===== src/rtl/bubbledrive8_input_conditioner.sv =====
// Board status input conditioner: synchronises, debounces and normalises
// the power status lines and the active-low DIP banks for the startup FSM.

module bubbledrive8_ic_chan #(
  parameter int             W               = 1,
  parameter int             SYNC_STAGES     = 2,
  parameter int             DEBOUNCE_CYCLES = 48000,
  parameter int             CNT_W           = 16,
  parameter logic [W-1:0]   RST_VAL         = '0
) (
  input  logic         i_clk,
  input  logic         i_rst_n,
  input  logic [W-1:0] i_raw,
  output logic [W-1:0] o_cand,
  output logic         o_sat,
  output logic         o_valid,
  output logic         o_hit
);

  localparam logic [CNT_W-1:0] N_MAX = CNT_W'(DEBOUNCE_CYCLES - 1);

  logic [SYNC_STAGES-1:0][W-1:0] r_sync;
  logic [W-1:0]                  r_cand;
  logic [CNT_W-1:0]              r_cnt;
  logic                          r_valid;

  logic [W-1:0] w_s;
  logic         w_same;
  logic         w_sat;

  assign w_s    = r_sync[SYNC_STAGES-1];
  assign w_same = (w_s == r_cand);
  assign w_sat  = (r_cnt == N_MAX);

  always_ff @(posedge i_clk or negedge i_rst_n) begin
    if (!i_rst_n) begin
      r_sync  <= {SYNC_STAGES{RST_VAL}};
      r_cand  <= RST_VAL;
      r_cnt   <= '0;
      r_valid <= 1'b0;
    end else begin
      r_sync <= {r_sync[SYNC_STAGES-2:0], i_raw};
      // any difference restarts the hold window from zero
      if (!w_same) begin
        r_cand <= w_s;
        r_cnt  <= '0;
      end else if (!w_sat) begin
        r_cnt <= r_cnt + CNT_W'(1);
      end else begin
        r_valid <= 1'b1;
      end
    end
  end

  assign o_cand  = r_cand;
  assign o_sat   = w_sat;
  assign o_valid = r_valid;
  assign o_hit   = w_same & w_sat;

endmodule

module bubbledrive8_input_conditioner #(
  parameter int SYNC_STAGES     = 2,
  parameter int DEBOUNCE_CYCLES = 48000,
  parameter int CNT_W           = 16
) (
  input  logic       MCLK,
  input  logic       nRST,
  input  logic       MRST_RAW,
  input  logic       PWRSTAT_RAW,
  input  logic [3:0] SETTINGSW_RAW,
  input  logic [1:0] DELAYSW_RAW,
  input  logic [3:0] IMGSELSW_RAW,
  input  logic       LOCK,
  output logic       MRST_DB,
  output logic       PWRSTAT_DB,
  output logic [9:0] SETTINGS,
  output logic       STABLE,
  output logic       PWRCHG,
  output logic       SWCHG
);

  logic       w_a_cand, w_a_sat, w_a_valid, w_a_hit;
  logic       w_b_cand, w_b_sat, w_b_valid, w_b_hit;
  logic [9:0] w_c_cand;
  logic       w_c_sat, w_c_valid, w_c_hit;
  logic [9:0] w_c_raw;
  logic       w_a_chg, w_b_chg, w_c_chg, w_c_acc;

  logic       r_mrst, r_pwr, r_stable, r_pwrchg, r_swchg;
  logic [9:0] r_set;

  assign w_c_raw = {SETTINGSW_RAW, DELAYSW_RAW, IMGSELSW_RAW};

  bubbledrive8_ic_chan #(
    .W(1), .SYNC_STAGES(SYNC_STAGES),
    .DEBOUNCE_CYCLES(DEBOUNCE_CYCLES), .CNT_W(CNT_W),
    .RST_VAL(1'b1)
  ) u_a (
    .i_clk(MCLK), .i_rst_n(nRST), .i_raw(MRST_RAW),
    .o_cand(w_a_cand), .o_sat(w_a_sat),
    .o_valid(w_a_valid), .o_hit(w_a_hit)
  );

  bubbledrive8_ic_chan #(
    .W(1), .SYNC_STAGES(SYNC_STAGES),
    .DEBOUNCE_CYCLES(DEBOUNCE_CYCLES), .CNT_W(CNT_W),
    .RST_VAL(1'b0)
  ) u_b (
    .i_clk(MCLK), .i_rst_n(nRST), .i_raw(PWRSTAT_RAW),
    .o_cand(w_b_cand), .o_sat(w_b_sat),
    .o_valid(w_b_valid), .o_hit(w_b_hit)
  );

  bubbledrive8_ic_chan #(
    .W(10), .SYNC_STAGES(SYNC_STAGES),
    .DEBOUNCE_CYCLES(DEBOUNCE_CYCLES), .CNT_W(CNT_W),
    .RST_VAL(10'h3FF)
  ) u_c (
    .i_clk(MCLK), .i_rst_n(nRST), .i_raw(w_c_raw),
    .o_cand(w_c_cand), .o_sat(w_c_sat),
    .o_valid(w_c_valid), .o_hit(w_c_hit)
  );

  // change pulses only once a channel has been accepted before
  assign w_c_acc = w_c_hit & ~LOCK;
  assign w_a_chg = w_a_hit & w_a_valid & (w_a_cand != r_mrst);
  assign w_b_chg = w_b_hit & w_b_valid & (w_b_cand != r_pwr);
  assign w_c_chg = w_c_acc & w_c_valid & (~w_c_cand != r_set);

  always_ff @(posedge MCLK or negedge nRST) begin
    if (!nRST) begin
      r_mrst   <= 1'b1;
      r_pwr    <= 1'b0;
      r_set    <= 10'h000;
      r_stable <= 1'b0;
      r_pwrchg <= 1'b0;
      r_swchg  <= 1'b0;
    end else begin
      if (w_a_hit) r_mrst <= w_a_cand;
      if (w_b_hit) r_pwr  <= w_b_cand;
      if (w_c_acc) r_set  <= ~w_c_cand;
      r_pwrchg <= w_a_chg | w_b_chg;
      r_swchg  <= w_c_chg;
      r_stable <= w_a_valid & w_b_valid & w_c_valid
                & w_a_sat & w_b_sat & w_c_sat;
    end
  end

  assign MRST_DB    = r_mrst;
  assign PWRSTAT_DB = r_pwr;
  assign SETTINGS   = r_set;
  assign STABLE     = r_stable;
  assign PWRCHG     = r_pwrchg;
  assign SWCHG      = r_swchg;

endmodule


===== config.mk =====
export PLATFORM = sky130hd
export DESIGN_NAME = bubbledrive8_input_conditioner
export DESIGN_NICKNAME = d
export VERILOG_FILES = /design/src/rtl/bubbledrive8_input_conditioner.sv
export SDC_FILE = /design/constraint.sdc
export NUM_CORES = 1
export LEC_CHECK = 0
export CAP_MARGIN = 5
export CORE_ASPECT_RATIO = 1.25
export CORE_MARGIN = 2
export CORE_UTILIZATION = 35
export CTS_BUF_LIST = sky130_fd_sc_hd__clkbuf_8 sky130_fd_sc_hd__clkbuf_16
export CTS_CLUSTER_SIZE = 25
export DETAILED_ROUTE_END_ITERATION = 10
export PLACE_DENSITY = 0.62
export SLEW_MARGIN = 20
export SYNTH_ARGS = -nofsm -noshare
export SYNTH_HDL_FRONTEND = slang
export SYNTH_SLANG_ARGS = --single-unit

===== constraint.sdc =====
create_clock -name MCLK -period 2.84 [get_ports MCLK]
set_clock_uncertainty 0.1 [all_clocks]
set_input_delay 0.71 -clock MCLK [delete_from_list [all_inputs] [get_ports MCLK]]
set_output_delay 0.71 -clock MCLK [all_outputs]
set_load 0.05 [all_outputs]

==> results.yml, run 1 <==
setup_path:
  cp_max_fo: 5
  criticalPathCategory: "reg2out"
  critPathSlowestCell: "clkdlybuf4s50_1"
  worstPathCellList: "clkdlybuf4s50_1"
  worstPathArrival_ps: 1700
  r2r_cells: 6
  cp.buffers_inverters: 1
  cpPeakStageDelay_ps: 800
  cp.depth: 1
  cp.required_ps: 2030
  critPathCaptureType: "output pin"
  start_kind: "flop"
  path_delay_family: "buffers and inverters"
final_layout:
  num-fill-cells: 1140
  area_delta_synth_final_pct: 18.1
  antennaDiodeCount: 0
  nets: 429
  final_layout_size_suffix_gt1_share_pct: 13.9
yosys:
  yosys.area.top_type_share_pct: 39.5
  synthTopCellsByCount: "dfrtp_1 (68), nor2_1 (49), dfstp_2 (34), xor2_1 (30), xnor2_1 (27)"
  synth-edff-count: 0
  synth_cell_types: 35
  ys.flop_type: "dfrtp_1"
  synth_nets: 404
  ys_ff_latch: 102
  ys_warn_count: 0
  async_flop_share_pct: 100
  syn_inst: 386
  yosysSeqAreaShare_pct: 60.3
  syn_area_per_cell_um2: 11.2
  ys_top_cells_by_area: "dfrtp_1 (40%), dfstp_2 (21%), xor2_1 (6.1%)"
  synth_area_mm2: 0.00431
  yosysMostFrequentCell: "dfrtp_1"
  yosysTopAreaCell: "dfrtp_1"
global_route:
  track_usage_pct: 12.6
  antenna_found_initial: 0
  grt_pass1_vias: 2856
  grt_pass1_wl_mm: 13.3
  grt_max_degree: 66
  overflow: 0
power_and_ir_drop:
  total_power_mw: 2.99
  p_int_mw: 2.38
  switching_share_pct: 20.3
  pwr-share-seq_pct: 51.7
  power.static_leakage_nw: 2.11
  p_clk_share_pct: 44.4
  power.density_mw_per_mm2: 588
  p_sw_mw: 0.608
  vdd_drop_max_v: 0.000319
  comb_power_share_pct: 3.9
timing:
  min_period_ps: 2510
  finalHoldViolations: 0
  setup_viol: 0
  tightest_slew_ps: 953
  rsz0062_at_grt: "no"
  fin_tns_setup_ps: 0
  maxSlewViolCount: 0
  finalCritPeriodShare_pct: 88.3
  max_freq_ghz: 0.399
  slew_headroom_pct: 36.2
  holdWs_ps: 232
floorplan:
  core.rowCount: 45
  start_util_pct: 35.6
  core_area_mm2: 0.0121
  die_area_mm2: 0.0132
  die_y_um: 128
  ios: 30
  dieWidth_um: 103
run_status:
  outcome: "complete, no violations"
drt:
  drt_iter0_markers: 117
  ant_nets: 0
  first_pass_iters: 5
  drc: 0
  via_per_inst: 4.68
  via_count: 2716
  post_drt_wl_per_cell_um: 12.5
  wl_mm: 7.27
clocking:
  cts_buffers: 9
  cts_buffer_depth: 2
  cts_tree: "done"
  postCtsSetupBuffers: 0
  cts.sinks: 102
  cts_hold_buf: 0
  ctsHtreeMaxLevel: 3
  cts-root-buf: "clkbuf_16"
  clk_latency_ps: 330
  cts_resized: 0
  clk_pin_slew_ps: 70
placement:
  hpwlAfterDp_mm: 5.04
  gp_congestion: 0.804
  numPortBuffers: 29
hold_path:
  worstHoldPathType: "in2async"
run:
  cap_violations: 0
## power groups by stage
stage	Sequential (mW)	Clock, mW	Combinational, mW
global placement	1.57	0	0.120
detailed placement	1.57	0	0.123
global route	1.55	1.44	0.138
finish	1.55	1.33	0.117
floorplan	1.56	0	0.0600
CTS	1.55	1.37	0.123
## final timing paths
| kind | startpoint | endpoint | slack, ps |
|---|---|---|---|
| setup reg to reg | u_b.r_cnt[0] | u_b.r_cnt[3] | 750 |
| hold reg to reg | u_b.r_sync[0] | u_b.w_s | 250 |
| min in group MCLK | u_b.r_sync[0] | u_b.w_s | 250 |
| setup / recovery | MRST_DB | MRST_DB | 330 |
| hold / removal | nRST | u_a.r_cnt[14] | 230 |
| max in group asynchronous | nRST | u_c.r_sync[6] | 1680 |
## area by class of cell
cell class                      instances  area, um2  share of cell area [%]
Clock buffer                           11        253                    4.97
Timing Repair Buffer                   33        330                    6.49
Inverter                               14       52.6                    1.03
Tap cell                              164        205                    4.03
Sequential cell                       102       2590                    51.0
Clock inverter                          5       78.8                    1.55
Multi-Input combinational cell        251       1570                    30.9
## sequential cells by signal, summed over array words and instances, names as in the netlist, 10 cells and up
| signal | cells |
|---|---|
| u_b.r_cnt | 16 |
| u_c.w_s | 10 |
| u_c.o_cand | 10 |
| u_a.r_cnt | 16 |
| u_c.r_cnt | 16 |
| u_c.r_sync | 10 |
| SETTINGS | 10 |
## cell families (layout without fill, tap and decap cells)
kind of cell,after synthesis,in the layout,share of synthesized area [%]
flops,102,102,60.3
fa+ha+maj,3,3,0.872
xor+xnor,57,57,11.6
mux,10,10,2.32
buf+inv,33,63,3.22
compound gates,30,30,3.95
simple gates,151,151,17.8
## cells in the final DEF (no fill, tap or decap), types with 2 or more instances in the layout
master,Yosys,final
o211ai_1,2,2
mux2i_1,10,10
nor4b_1,3,3
ha_1,3,3
o21ai_0,9,9
buf_4,0,4
and2_1,2,2
nor4_1,7,7
a31oi_1,3,3
nand4_1,12,12
clkbuf_16,0,9
dfstp_2,34,34
nor3_1,12,12
xor2_1,30,30
or3_1,3,3
nand3_1,14,14
nand2_1,24,24
nor2_1,49,49
xnor2_1,27,27
nor3b_1,2,2
a21oi_1,11,11
and3_1,15,15
inv_1,14,15
nand4b_1,2,2
and4_1,2,2
clkbuf_8,0,2
bufinv_16,0,2
dfrtp_1,68,68
clkdlybuf4s50_1,0,28
## per-stage QoR
stage          util (%)  setup WS [ps]  instance area, um2  instances
2_1_floorplan         -            802                4310        386
3_3_place_gp       39.3            689                4760        564
3_5_place_dp       39.3            686                4760        564
4_1_cts            42.0            315                5090        580
5_1_grt            42.0            279                5090        580
6_report           42.0            332                5090        580
## per-layer routing
metal / share of wire [%] / global-route usage (%) / routed length (um) / vias to the layer above
met5: 0 / 0 / 0 / -
met4: 1.0 / 4.10 / 76 / 0
met3: 3.0 / 3.11 / 220 / 4
met2: 50 / 20.1 / 3610 / 32
met1: 46 / 16.8 / 3370 / 1331
li1: - / - / - / 1349
Power figures use the tool's default switching activity.
==> run 2, diff against run 1 <==
- CORE_MARGIN: 2 -> 10
- GPL_TIMING_DRIVEN: not set -> 0
==> results.yml, run 2 (synthesis results as in run 1) <==
run_status:
  outcome: "complete, no violations"
setup_path:
  path_delay_family: "buffers and inverters"
  cp.required_ps: 2030
  start_kind: "flop"
  criticalPathCategory: "reg2out"
  critPathCaptureType: "output pin"
  cp_max_fo: 5
  cpPeakStageDelay_ps: 820
  worstPathCellList: "clkdlybuf4s50_1"
  worstPathArrival_ps: 1720
  critPathSlowestCell: "clkdlybuf4s50_1"
  cp.buffers_inverters: 1
  rrSetupSlack_ps: 640
floorplan:
  die_y_um: 144
  start_util_pct: 35.6
  die_area_mm2: 0.0172
  dieWidth_um: 119
  ios: 30
  core.rowCount: 45
  core_area_mm2: 0.0121
final_layout:
  final_layout_size_suffix_gt1_share_pct: 13.0
  layout_commonest_cell: "dfrtp_1"
  layout_common_cells: "dfrtp_1 (68), nor2_1 (49), dfstp_2 (34)"
  nets: 445
  largestRegisters: "u_a.r_cnt (16), u_b.r_cnt (16), u_c.r_cnt (16)"
  final_cells: 596
  area_delta_synth_final_pct: 18.9
  final_area_mm2: 0.00512
  antennaDiodeCount: 0
clocking:
  cts_buffer_depth: 2
  cts-root-buf: "clkbuf_16"
  cts_hold_buf: 0
  cts.sinks: 102
  cts_tree: "done"
  cts_resized: 0
  postCtsSetupBuffers: 0
  clk_latency_ps: 340
  ctsHtreeMaxLevel: 3
  clk_pin_slew_ps: 70
  cts_buffers: 9
drt:
  ant_nets: 0
  first_pass_iters: 4
  drc: 0
  post_drt_wl_per_cell_um: 12.8
  via_per_inst: 4.64
  via_count: 2766
  wl_mm: 7.65
  drt_iter0_markers: 123
placement:
  hpwlAfterDp_mm: 5.42
  dp_cells: 580
  numPortBuffers: 29
  gp_congestion: 0.788
  dp_slack_ps: 600
  postPlaceCellArea_mm2: 0.00483
power_and_ir_drop:
  vdd_drop_max_v: 0.000253
  power.static_leakage_nw: 2.11
  pwr-share-seq_pct: 54.5
  comb_power_share_pct: 4.4
  p_sw_mw: 0.611
  total_power_mw: 2.84
  p_clk_share_pct: 41.1
  power.density_mw_per_mm2: 554
  switching_share_pct: 21.5
  p_int_mw: 2.23
global_route:
  overflow: 0
  track_usage_pct: 9.55
  grt_pass1_vias: 2815
  antenna_found_initial: 0
  grt_pass1_wl_mm: 13.4
  grt_max_degree: 56
timing:
  finalCritPeriodShare_pct: 89.0
  rsz0062_at_grt: "no"
  slew_headroom_pct: 56.5
  maxSlewViolCount: 0
  max_freq_ghz: 0.396
  fin_tns_setup_ps: 0
  tightest_slew_ps: 644
  setup_viol: 0
  worst_slack_ps: 313
  min_period_ps: 2530
  finalHoldViolations: 0
run:
  cap_violations: 0
hold_path:
  worstHoldPathType: "in2async"
run 2: cell count changes in the layout (fill, tap and decap cells not counted), sizes merged:
cell      change
clkinv        +1
clkinvlp      +1
clkbuf       +18
inv           -1
buf           -1
bufinv        -2
run 2: stage by stage:
stage	util, %	hold slack [ps]
2_1_floorplan	-	231
3_3_place_gp	39.7	233
3_5_place_dp	39.9	240
4_1_cts	42.3	214
5_1_grt	42.3	230
6_report	42.3	196
run 2: layer usage:
layer	wire [um]	part of all wire, %	vias to the layer above	track usage, %
met3	211	2.8	8	2.07
met5	0	0	-	0
met4	157	2.1	0	5.22
li1	-	-	1384	-
met2	3800	50	30	15.7
met1	3490	46	1344	11.4
run 2: area by class of cell:
cell class	instances	area [um2]
fill	1159	6980
sequential	102	2590
multi-input combinational	251	1570
timing repair buffer	30	319
clock buffer	12	267
tap	164	205
buffer	19	86.3
inverter	14	52.6
clock inverter	4	23.8
run 2: power by group through the flow:
stage               Sequential, mW  Clock, mW  Combinational (mW)
floorplan                     1.56          0              0.0600
CTS                           1.55       1.21               0.130
global placement              1.57          0               0.122
global route                  1.55       1.27               0.143
finish                        1.55       1.17               0.125
detailed placement            1.57          0               0.129
run 2: path summary, 6_finish.rpt:
| check | endpoint | startpoint | cells after the start |
|---|---|---|---|
| min reg2reg | u_b.w_s | u_b.r_sync[0] | 0 |
| max in group asynchronous | u_c.o_cand[2] | nRST | 2 |
| max reg2reg | SETTINGS[4] | u_c.o_cand[0] | 6 |
| min | u_a.r_cnt[15] | nRST | 1 |
| min in group MCLK | u_b.w_s | u_b.r_sync[0] | 0 |
| max | MRST_DB | MRST_DB | 1 |
